$ cat src/rtl/simd_alu_pipe.sv
// rtl/simd_alu_pipe.sv - two-stage packed-SIMD add/sub with per-group saturation and overflow flags
// Optional subtract path: define SIMD_ALU_SUB_EN to build it; otherwise every beat is an add.
module simd_alu_pipe #(
    parameter int LANES  = 4,
    parameter int LANE_W = 8
) (
    input  logic                      clk,
    input  logic                      rst_n,
    input  logic                      in_valid,
    output logic                      in_ready,
    input  logic [LANES*LANE_W-1:0]   a,
    input  logic [LANES*LANE_W-1:0]   b,
    input  logic [1:0]                width,
    input  logic                      op,
    input  logic                      sgn,
    input  logic                      saturate,
    input  logic                      clr_sticky,
    output logic                      out_valid,
    input  logic                      out_ready,
    output logic [LANES*LANE_W-1:0]   c,
    output logic [LANES-1:0]          ovf,
    output logic                      sat_sticky
);

    localparam int DATA_W = LANES * LANE_W;
    localparam int LW     = $clog2(LANES);

    // Lane-index mask of a group: lanes sharing all bits above the mask form one group.
    function automatic logic [LW-1:0] grp_mask(input logic [1:0] w);
        case (w)
            2'd0:    grp_mask = '0;
            2'd1:    grp_mask = LW'(1);
            2'd2:    grp_mask = LW'(3);
            default: grp_mask = '1;
        endcase
    endfunction

    logic sub_in;
`ifdef SIMD_ALU_SUB_EN
    assign sub_in = op;
`else
    logic unused_op;
    assign unused_op = op;
    assign sub_in    = 1'b0;
`endif

    logic s1_valid;
    logic s1_adv;
    logic s2_adv;

    assign s2_adv   = !out_valid || out_ready;
    assign s1_adv   = !s1_valid || s2_adv;
    assign in_ready = s1_adv;

    // ---------------- Stage 1: lane adders with group-local carry chaining
    logic [LW-1:0]     in_mask;
    logic [DATA_W-1:0] sum_n;
    logic [LANES-1:0]  cout_n;
    logic [LANES-1:0]  sa_n;
    logic [LANES-1:0]  sb_n;
    logic [LANE_W-1:0] lane_a;
    logic [LANE_W-1:0] lane_b;
    logic [LANE_W:0]   lane_s;
    logic              carry;
    logic              cin;

    assign in_mask = grp_mask(width);

    always_comb begin
        sum_n  = '0;
        cout_n = '0;
        sa_n   = '0;
        sb_n   = '0;
        lane_a = '0;
        lane_b = '0;
        lane_s = '0;
        carry  = 1'b0;
        cin    = 1'b0;
        for (int i = 0; i < LANES; i++) begin
            lane_a = a[i*LANE_W +: LANE_W];
            lane_b = b[i*LANE_W +: LANE_W] ^ {LANE_W{sub_in}};
            cin    = ((LW'(i) & in_mask) == '0) ? sub_in : carry;
            lane_s = {1'b0, lane_a} + {1'b0, lane_b} + {{LANE_W{1'b0}}, cin};
            sum_n[i*LANE_W +: LANE_W] = lane_s[LANE_W-1:0];
            cout_n[i] = lane_s[LANE_W];
            carry     = lane_s[LANE_W];
            sa_n[i]   = lane_a[LANE_W-1];
            sb_n[i]   = lane_b[LANE_W-1];
        end
    end

    logic [DATA_W-1:0] s1_sum;
    logic [LANES-1:0]  s1_cout;
    logic [LANES-1:0]  s1_sa;
    logic [LANES-1:0]  s1_sb;
    logic [1:0]        s1_width;
    logic              s1_sub;
    logic              s1_sgn;
    logic              s1_sat;

    always_ff @(posedge clk) begin
        if (!rst_n) begin
            s1_valid <= 1'b0;
            s1_sum   <= '0;
            s1_cout  <= '0;
            s1_sa    <= '0;
            s1_sb    <= '0;
            s1_width <= '0;
            s1_sub   <= 1'b0;
            s1_sgn   <= 1'b0;
            s1_sat   <= 1'b0;
        end else if (s1_adv) begin
            s1_valid <= in_valid;
            if (in_valid) begin
                s1_sum   <= sum_n;
                s1_cout  <= cout_n;
                s1_sa    <= sa_n;
                s1_sb    <= sb_n;
                s1_width <= width;
                s1_sub   <= sub_in;
                s1_sgn   <= sgn;
                s1_sat   <= saturate;
            end
        end
    end

    // ---------------- Stage 2: overflow detection and clamping per group
    logic [LW-1:0]     s1_mask;
    logic [LANES-1:0]  sum_msb;
    logic [LANES-1:0]  ovf_n;
    logic [DATA_W-1:0] res_n;
    logic [LW-1:0]     top;
    logic              sgn_ovf;
    logic              uns_ovf;
    logic              neg;
    logic [LANE_W-1:0] clamp;

    assign s1_mask = grp_mask(s1_width);

    always_comb begin
        sum_msb = '0;
        ovf_n   = '0;
        res_n   = '0;
        top     = '0;
        sgn_ovf = 1'b0;
        uns_ovf = 1'b0;
        neg     = 1'b0;
        clamp   = '0;
        for (int i = 0; i < LANES; i++) begin
            sum_msb[i] = s1_sum[i*LANE_W + LANE_W - 1];
        end
        for (int i = 0; i < LANES; i++) begin
            // Every lane judges overflow from the most significant lane of its group.
            top     = LW'(i) | s1_mask;
            sgn_ovf = (s1_sa[top] == s1_sb[top]) && (sum_msb[top] != s1_sa[top]);
            uns_ovf = s1_sub ? !s1_cout[top] : s1_cout[top];
            neg     = s1_sa[top];
            ovf_n[i] = s1_sgn ? sgn_ovf : uns_ovf;
            if (s1_sgn) begin
                if (top == LW'(i))
                    clamp = {neg, {(LANE_W-1){~neg}}};
                else
                    clamp = {LANE_W{~neg}};
            end else begin
                clamp = {LANE_W{~s1_sub}};
            end
            res_n[i*LANE_W +: LANE_W] = (s1_sat && ovf_n[i]) ? clamp
                                                              : s1_sum[i*LANE_W +: LANE_W];
        end
    end

    always_ff @(posedge clk) begin
        if (!rst_n) begin
            out_valid  <= 1'b0;
            c          <= '0;
            ovf        <= '0;
            sat_sticky <= 1'b0;
        end else begin
            if (s2_adv) begin
                out_valid <= s1_valid;
                if (s1_valid) begin
                    c   <= res_n;
                    ovf <= ovf_n;
                end
            end
            // A set on hand-off wins over a same-cycle clear.
            if (out_valid && out_ready && (|ovf))
                sat_sticky <= 1'b1;
            else if (clr_sticky)
                sat_sticky <= 1'b0;
        end
    end

endmodule
$ cat config.mk
export PLATFORM = sky130hd
export DESIGN_NAME = simd_alu_pipe
export DESIGN_NICKNAME = d
export VERILOG_FILES = /design/src/rtl/simd_alu_pipe.sv
export SDC_FILE = /design/constraint.sdc
export NUM_CORES = 1
export LEC_CHECK = 0
export BUFFER_PORTS_ARGS = -buffer_cell sky130_fd_sc_hd__buf_2
export CORE_MARGIN = 2
export CORE_UTILIZATION = 40
export CTS_CLUSTER_DIAMETER = 60
export DETAILED_ROUTE_END_ITERATION = 10
export PLACE_DENSITY = 0.6
export SETUP_SLACK_MARGIN = 0.05
export SYNTH_ARGS = -nofsm -noshare
export SYNTH_HDL_FRONTEND = slang
export SYNTH_SLANG_ARGS = --single-unit
$ cat constraint.sdc
create_clock -name clk -period 14.4 [get_ports clk]
set_input_delay 1.44 -clock clk [delete_from_list [all_inputs] [get_ports clk]]
set_output_delay 1.44 -clock clk [all_outputs]
set_load 0.01 [all_outputs]
# Word-level counts from Yosys, hierarchy flattened
# Cells that the tools add are included.
op_classes:
  addsub: 7
  n_lt_le_gt_ge: 3
  n_reduce_logical: 24
  eq_ne: 10
  bitwise_logic: 4
  muxes: 46
ops:
  columns: ["cell", "n"]
  rows:
  - ["2-to-1 mux 8 bit", 11]
  - ["adder 8 x 8 -> 9 bit", 4]
  - ["2-to-1 mux 1 bit", 29]
  - ["adder 9 x 1 -> 9 bit", 3]
  - ["zero test 2 bit", 6]
  - ["logical AND 1 bit", 10]
  - ["less-than comparator 2 x 3 -> 1 bit (second input constant)", 3]
  - ["binary-select mux 1 bit (select 2 bit)", 4]
  - ["one-hot mux 2 bit (2 select lines)", 2]
  - ["== test 1 bit", 4]
  - ["== test 2 x 1 -> 1 bit (second input constant)", 2]
  - ["inequality test 1 bit", 4]
  - ["NOT 1 bit", 4]
  - ["AND reduction 2 bit", 2]
  - ["OR reduction 4 bit", 1]
  - ["zero test 1 bit", 2]
  - ["logical OR 1 bit", 2]
  - ["nonzero test 2 bit", 1]
word_totals:
  in_bits: 74
  elab_cells: 106
  out_inout_bits: 39
  reg_bits: 87

# Longest topological paths before layout
# Gate-level depths: netlist of the first run.
logic_depth:
  word_depth: 9
  ltp_mapped: 28
  depth_no_buf: 28

# Worst setup path before layout of the first run
# OpenSTA, ideal clock, no wires.
synth_timing:
  kind: "input to register"
  startpoint: "input port a[0]"
  endpoint: "register s1_sum[29]"
  required_ns: 14.336
  n_path_buf: 0
  setup_ns: 0.064
  arrival_time_ns: 6.729
  path_stages: 27
  slack_ns: 7.608
  cell_sequence: "ha_1 fa_1 a21o_1 a21oi_1 o21ai_0 a31oi_1 or2_2 fa_1 fa_1 nor2b_1 o21ai_0 a21oi_1 o221ai_1 nand2b_1 fa_1 fa_1 nor2b_1 o21ai_0 a21oi_1 o221ai_1 nor2_1 fa_1 a21oi_1 o21ai_0 o21ai_0 or4_1 nand4_1"
synth_via:
  elab_chain_len: 7
synth_rtl:
  columns: ["item", "line", "rtl"]
  rows:
  - ["from (decl)", "11", "input logic [LANES*LANE_W-1:0] a,"]
  - ["adder 8 x 8 -> 9 bit", "83", "lane_s = {1'b0, lane_a} + {1'b0, lane_b} + {{LANE_W{1'b0}}, cin};"]
  - ["2-to-1 mux 1 bit", "82", "cin = ((LW'(i) & in_mask) == '0) ? sub_in : carry;"]
  - ["adder 9 x 1 -> 9 bit", "83", null]
  - ["2-to-1 mux 1 bit", "82", null]
  - ["adder 9 x 1 -> 9 bit", "83", null]
  - ["2-to-1 mux 1 bit", "82", null]
  - ["adder 9 x 1 -> 9 bit", "83", null]
  - ["to (signal assigned)", "115", "s1_sum <= sum_n;"]
  - ["to (decl)", "92", "logic [DATA_W-1:0] s1_sum;"]
# Every way passes these cells.
# A chain may end at the register's enable or synchronous reset.

# Worst setup path in the final report of the first run
# Same ends and word-level chain as after synthesis.

==> impl_metrics.yaml, run 1 <==
die:
  die_w_um: 114.4
  fp-row-count: 40
  core-area_um2: 11960
  initial_core_util_pct: 40.78
  die-area_um2: 13100
  pin_count: 113
  die_h_um: 114.4
global_routing:
  grt_busiest_layer: "met2"
  antenna_found_initial: 0
  grt_pass1_vias: 4152
  grt_util_met1_pct: 26.06
  grt_pass1_wl_um: 20280
  grt_use_total_pct: 19.40
  grt-ovfl-total: 0
  grt_max_degree: 60
  grt_use_met2_pct: 31.60
  use_met3_pct: 3.441
worst_setup_path:
  slowest_stage: "fa_1"
  critical-path-max-stage-delay_ns: 0.43
  crit_path_frequent_cell: "fa_1"
  critPathRequiredTime_ns: 14.68
  rrSetupSlack_ns: 12.17
  timing.rr.end: "c[3]$_SDFFE_PN0P_"
  start_kind: "primary input"
  r2r_cells: 4
  worstPathMaxFanout: 4
  crit_start: "a[0]"
  cp_data_arrival_time_ns: 7.79
  endpoint_kind: "register"
  r2r_start: "out_valid$_SDFFE_PN0P_"
  path_class: "primary input to register"
min_path:
  hp-class: "register to register"
  holdPathStages: 2
  hold_start: "c[11]$_SDFFE_PN0P_"
  min_to: "c[11]$_SDFFE_PN0P_"
job:
  cap_violations: 0
clock_tree:
  clkTransAtPathRegs_ns: 0.06
  cts_setup_buffers: 0
  clock_sinks: 87
  cts_buffer_depth: 2
  cts-root-buf: "clkbuf_16"
  cts-hold-fix-buffers: 0
  clk_latency_ns: 0.34
  cts_resized: 0
  cts_max_level: 3
  cts-buffers-inserted: 9
  cts_tree: "done"
timing:
  final.min_clock_period_ns: 7.514
  hold-worst-slack_ns: 0.4504
  period_share_pct: 52.18
  tightest_slew_ns: 1.065
  finalMaxSlewViolations: 0
  setup_viol: 0
  finalHoldViolations: 0
  fin_skew_ns: 0.005096
  timing.fmax_ghz: 0.1331
  relSlewSlack_pct: 28.98
  rsz0062_at_grt: "false"
  setup_tns_ns: 0
synthesis:
  syn_inst: 588
  synth_edf_count: 0
  yosys.area.top_type: "dfxtp_1"
  syn_area_um2: 4878
  synthDistinctLibCells: 58
  synth_async_sr_flop_share_pct: 0
  syn_avg_cell_area_um2: 8.297
  synth.top_cells.by_count: "87 x dfxtp_1, 87 x nand2_1, 52 x a21oi_1"
  syn_nets: 698
  ys_ff_latch: 87
  yosys.area.top_type_share_pct: 35.70
  synth_flop_cell: "dfxtp_1"
  synthTopCellsByArea: "dfxtp_1 36%, ha_1 7.4%, nand2_1 6.7%"
  ys_warn_count: 0
  ys_seq_area_share_pct: 35.70
layout:
  utilization_pct: 48.47
  drive_above_1_share_pct: 21.61
  regArea_um2: 1742
  syn2layout_area_growth_pct: 18.85
  num_antenna_cells: 0
  n_fill_cell: 1165
  nNetsFinal: 790
  multi_input_area_um2: 2904
  instances_no_fill: 832
pwr:
  ir_drop_mv: 0.05307
  power_frac_clock_pct: 36.5
  pwr-share-comb_pct: 19.7
  p_sw_w: 0.0001740
  power_frac_seq_pct: 43.9
  p_leak_nw: 2.463
  power.internal_w: 0.0004484
  powerDensity_nw_per_um2: 107.4
  switching_share_pct: 27.95
detailed_routing:
  wl_per_cell_um: 15.05
  drc: 0
  wl_um: 12520
  route.vias.total: 4552
  routed_via_density: 5.471
  ant_nets: 0
  drt_iter0_drc: 223
  drtPass1Iterations: 4
placed_design:
  port_buffers: 111
  dpl.cell_count: 816
  gp_congestion: 0.8693
  hpwl_um: 9002
status:
  outcome: "finished clean"
## layer usage
metal / wire length (µm) / share of wire, %
met3: 603 / 4.8
met1: 5966 / 48
met2: 5771 / 46
met4: 180 / 1.4
met5: 0 / 0
## state kept, by name, indices dropped and copies added (netlist names), 2 cells and up
name / count
c: 32
ovf: 4
s1_sum: 32
s1_sb: 4
s1_width: 2
s1_sa: 4
s1_cout: 4
## power groups by stage
stage | logic (W) | clock network (W) | registers (W)
floorplan | 0.0000845 | 0 | 0.000276
global placement | 0.000120 | 0 | 0.000277
detailed placement | 0.000122 | 0 | 0.000278
CTS | 0.000123 | 0.000233 | 0.000273
global route | 0.000139 | 0.000244 | 0.000275
finish | 0.000122 | 0.000227 | 0.000273
## layout make-up
type,count,share of cell area [%]
multi-input combinational,442,50.09
clock buffer,14,4.899
sequential,87,30.04
clock inverter,2,0.2158
inverter,27,1.748
tap,147,3.172
timing repair buffer,113,9.840
## how the worst max path moves through the flow
stage	end	slack, ns
final	s1_sum[29]$_SDFFE_PN0P_	6.89
after global routing	s1_sum[29]$_SDFFE_PN0P_	6.31
after CTS	s1_sum[29]$_SDFFE_PN0P_	6.89
after detailed placement	s1_sum[29]$_SDFFE_PN0P_	6.57
after global placement	s1_sum[29]$_SDFFE_PN0P_	6.66
after floorplan	s1_sum[29]$_SDFFE_PN0P_	7.61
## worst max-delay path: cells and delay by family
family,cells,cell delay [ns]
compound gates,13,2.40
fa+ha+maj,7,2.34
simple gates,7,1.52
buf+inv,1,0.08
## placed cells by master (no fill, tap or decap), drive strengths merged, types with 3 or more instances in the layout
cell    count
o211ai     10
nand3b      6
and2        7
or3         6
nand4b      7
o221a       7
nor2       32
nand4       4
and3        3
clkbuf     14
nor4b       3
ha         29
nand2      87
a221o       7
a31oi      14
o21a        7
a21o        3
xnor2       7
nor3        8
or4         5
o21ai      49
nor2b       9
nand3      14
a21oi      52
o31ai       3
mux2i       3
buf       113
o311ai      7
dfxtp      87
fa          7
a211oi      7
inv        27
nand2b     12
nor4        6
## kinds of logic (layout without fill, tap and decap cells)
logic type,count (synthesis),count (layout),synth area share [%]
AO/OA/AOI/OAI,178,178,24.03
XOR/XNOR,8,8,1.436
adder cells (fa/ha/maj),36,36,10.31
buffers and inverters,59,156,4.796
flip-flops,87,87,35.70
multiplexers,6,6,1.539
AND/OR/NAND/NOR,214,214,22.19
## stage by stage
stage / power [W] / worst slack, ns / instance area (µm²)
after CTS: 0.0006288 / 6.895 / 5798
after floorplan: 0.0003603 / 7.608 / 4878
after detailed placement: 0.0004002 / 6.573 / 5502
after global placement: 0.0003976 / 6.656 / 5502
final: 0.0006224 / 6.886 / 5798
after global routing: 0.0006581 / 6.312 / 5798
Power figures use the tool's default switching activity.
==> inputs of run 2 (changes only) <==
- clock period: 14.4 -> 7 ns (I/O delays scaled with it)
==> impl_metrics.yaml, run 2 (synthesized netlist as in run 1, its figures left out) <==
layout:
  syn2layout_area_growth_pct: 19.54
  utilization_pct: 48.76
  final_cell_mix: "111 x buf_2, 87 x nand2_1, 87 x dfxtp_1, 51 x a21oi_1, 48 x o21ai_0"
  num_antenna_cells: 0
  n_fill_cell: 1184
  largestRegisters: "c: 32 flops, s1_sum: 32 flops"
  nNetsFinal: 791
  drive_above_1_share_pct: 22.16
  mostFrequentLayoutCell: "buf_2"
min_path:
  hold_start: "c[31]$_SDFFE_PN0P_"
  holdPathStages: 2
  min_to: "c[31]$_SDFFE_PN0P_"
  hp-class: "register to register"
detailed_routing:
  route.vias.total: 4535
  ant_nets: 0
  wl_per_cell_um: 15.12
  drt_iter0_drc: 177
  wl_um: 12600
  drc: 0
  routed_via_density: 5.444
  drtPass1Iterations: 4
timing:
  timing.fmax_ghz: 0.1575
  finalMaxSlewViolations: 0
  tightest_slew_ns: 1.091
  rsz0062_at_grt: "false"
  final.min_clock_period_ns: 6.350
  fin_skew_ns: 0.007087
  setup_tns_ns: 0
  relSlewSlack_pct: 27.27
  finalHoldViolations: 0
  setup_viol: 0
  worst_slack_ns: 0.6498
  period_share_pct: 90.72
worst_setup_path:
  r2r_start: "s1_width[1]$_SDFFE_PN0P_"
  critical-path-max-stage-delay_ns: 0.44
  path_class: "primary input to register"
  worstPathMaxFanout: 4
  endpoint_kind: "register"
  rrSetupSlack_ns: 4.72
  crit_start: "a[0]"
  critPathTopFamily: "adder cells"
  cp_data_arrival_time_ns: 6.58
  timing.rr.end: "c[10]$_SDFFE_PN0P_"
  crit_cells: 29
  crit_buf_inv: 1
  critPathRequiredTime_ns: 7.23
  crit_path_frequent_cell: "fa_1"
  start_kind: "primary input"
  r2r_cells: 4
  slowest_stage: "fa_1"
clock_tree:
  clock_sinks: 87
  cts_tree: "done"
  cts_max_level: 3
  cts_resized: 0
  cts_setup_buffers: 0
  clk_latency_ns: 0.34
  clkTransAtPathRegs_ns: 0.06
  cts_buffer_depth: 2
  cts-hold-fix-buffers: 0
  cts-root-buf: "clkbuf_16"
  cts-buffers-inserted: 9
global_routing:
  use_met3_pct: 3.229
  grt_pass1_wl_um: 20690
  grt_use_met2_pct: 32.11
  grt_busiest_layer: "met2"
  grt-ovfl-total: 0
  grt_pass1_vias: 4321
  antenna_found_initial: 0
  grt_util_met1_pct: 26.74
  grt_max_degree: 60
  grt_use_total_pct: 19.66
pwr:
  pwr-share-comb_pct: 19.3
  powerDensity_nw_per_um2: 226.6
  p_leak_nw: 2.479
  switching_share_pct: 27.73
  p_sw_w: 0.0003665
  power.internal_w: 0.0009551
  p_total_w: 0.001322
  ir_drop_mv: 0.1290
  power_frac_seq_pct: 42.5
  power_frac_clock_pct: 38.2
placed_design:
  hpwl_um: 9084
  port_buffers: 111
  gp_congestion: 0.8636
  pre_cts_ws_ns: 0.09803
die:
  pin_count: 113
  die_h_um: 114.4
  fp-row-count: 40
  core-area_um2: 11960
  initial_core_util_pct: 40.78
  die-area_um2: 13100
  die_w_um: 114.4
status:
  outcome: "finished clean"
job:
  cap_violations: 0
[run 2: metrics by stage]
| stage | cell area [µm²] | hold slack (ns) | instances |
|---|---|---|---|
| after floorplan | 4878 | 0.4318 | 588 |
| after global placement | 5509 | 0.4383 | 817 |
| after detailed placement | 5509 | 0.4428 | 817 |
| after CTS | 5822 | 0.4537 | 833 |
| after global routing | 5832 | 0.4693 | 833 |
| final | 5832 | 0.4523 | 833 |
[run 2: layer usage]
layer | up-vias | part of all wire (%)
met3 | 11 | 4.3
met1 | 2107 | 48
met5 | - | 0
met2 | 95 | 47
met4 | 0 | 0.87
li1 | 2322 | -
[run 2: power by group through the flow]
stage | Combinational [W] | Clock [W] | Sequential, W
floorplan | 0.000174 | 0 | 0.000567
global placement | 0.000248 | 0 | 0.000571
detailed placement | 0.000254 | 0 | 0.000572
CTS | 0.000255 | 0.000513 | 0.000561
global route | 0.000290 | 0.000535 | 0.000566
finish | 0.000255 | 0.000505 | 0.000561
[run 2: layout make-up]
type,instances,area (µm²),area share (%)
Multi-Input combinational cell,442,2914,49.97
Sequential cell,87,1742,29.86
Timing Repair Buffer,114,578.1,9.912
Clock buffer,9,225.2,3.862
Tap cell,147,183.9,3.154
Inverter,27,101.3,1.738
Clock inverter,7,87.58,1.502
[run 2: worst min-delay path, stage by stage (launching register included)]
cell and delay, ns:
dfxtp_1 0.31, nand2_1 0.05, a21oi_1 0.05
[run 2: worst max path at each step]
stage                                   end  slack (ns)
floorplan           s1_sum[29]$_SDFFE_PN0P_        0.95
global placement    s1_sum[29]$_SDFFE_PN0P_        0.23
detailed placement  s1_sum[29]$_SDFFE_PN0P_         0.1
CTS                 s1_sum[29]$_SDFFE_PN0P_        0.42
global route        s1_sum[30]$_SDFFE_PN0P_        0.07
finish              s1_sum[30]$_SDFFE_PN0P_        0.65
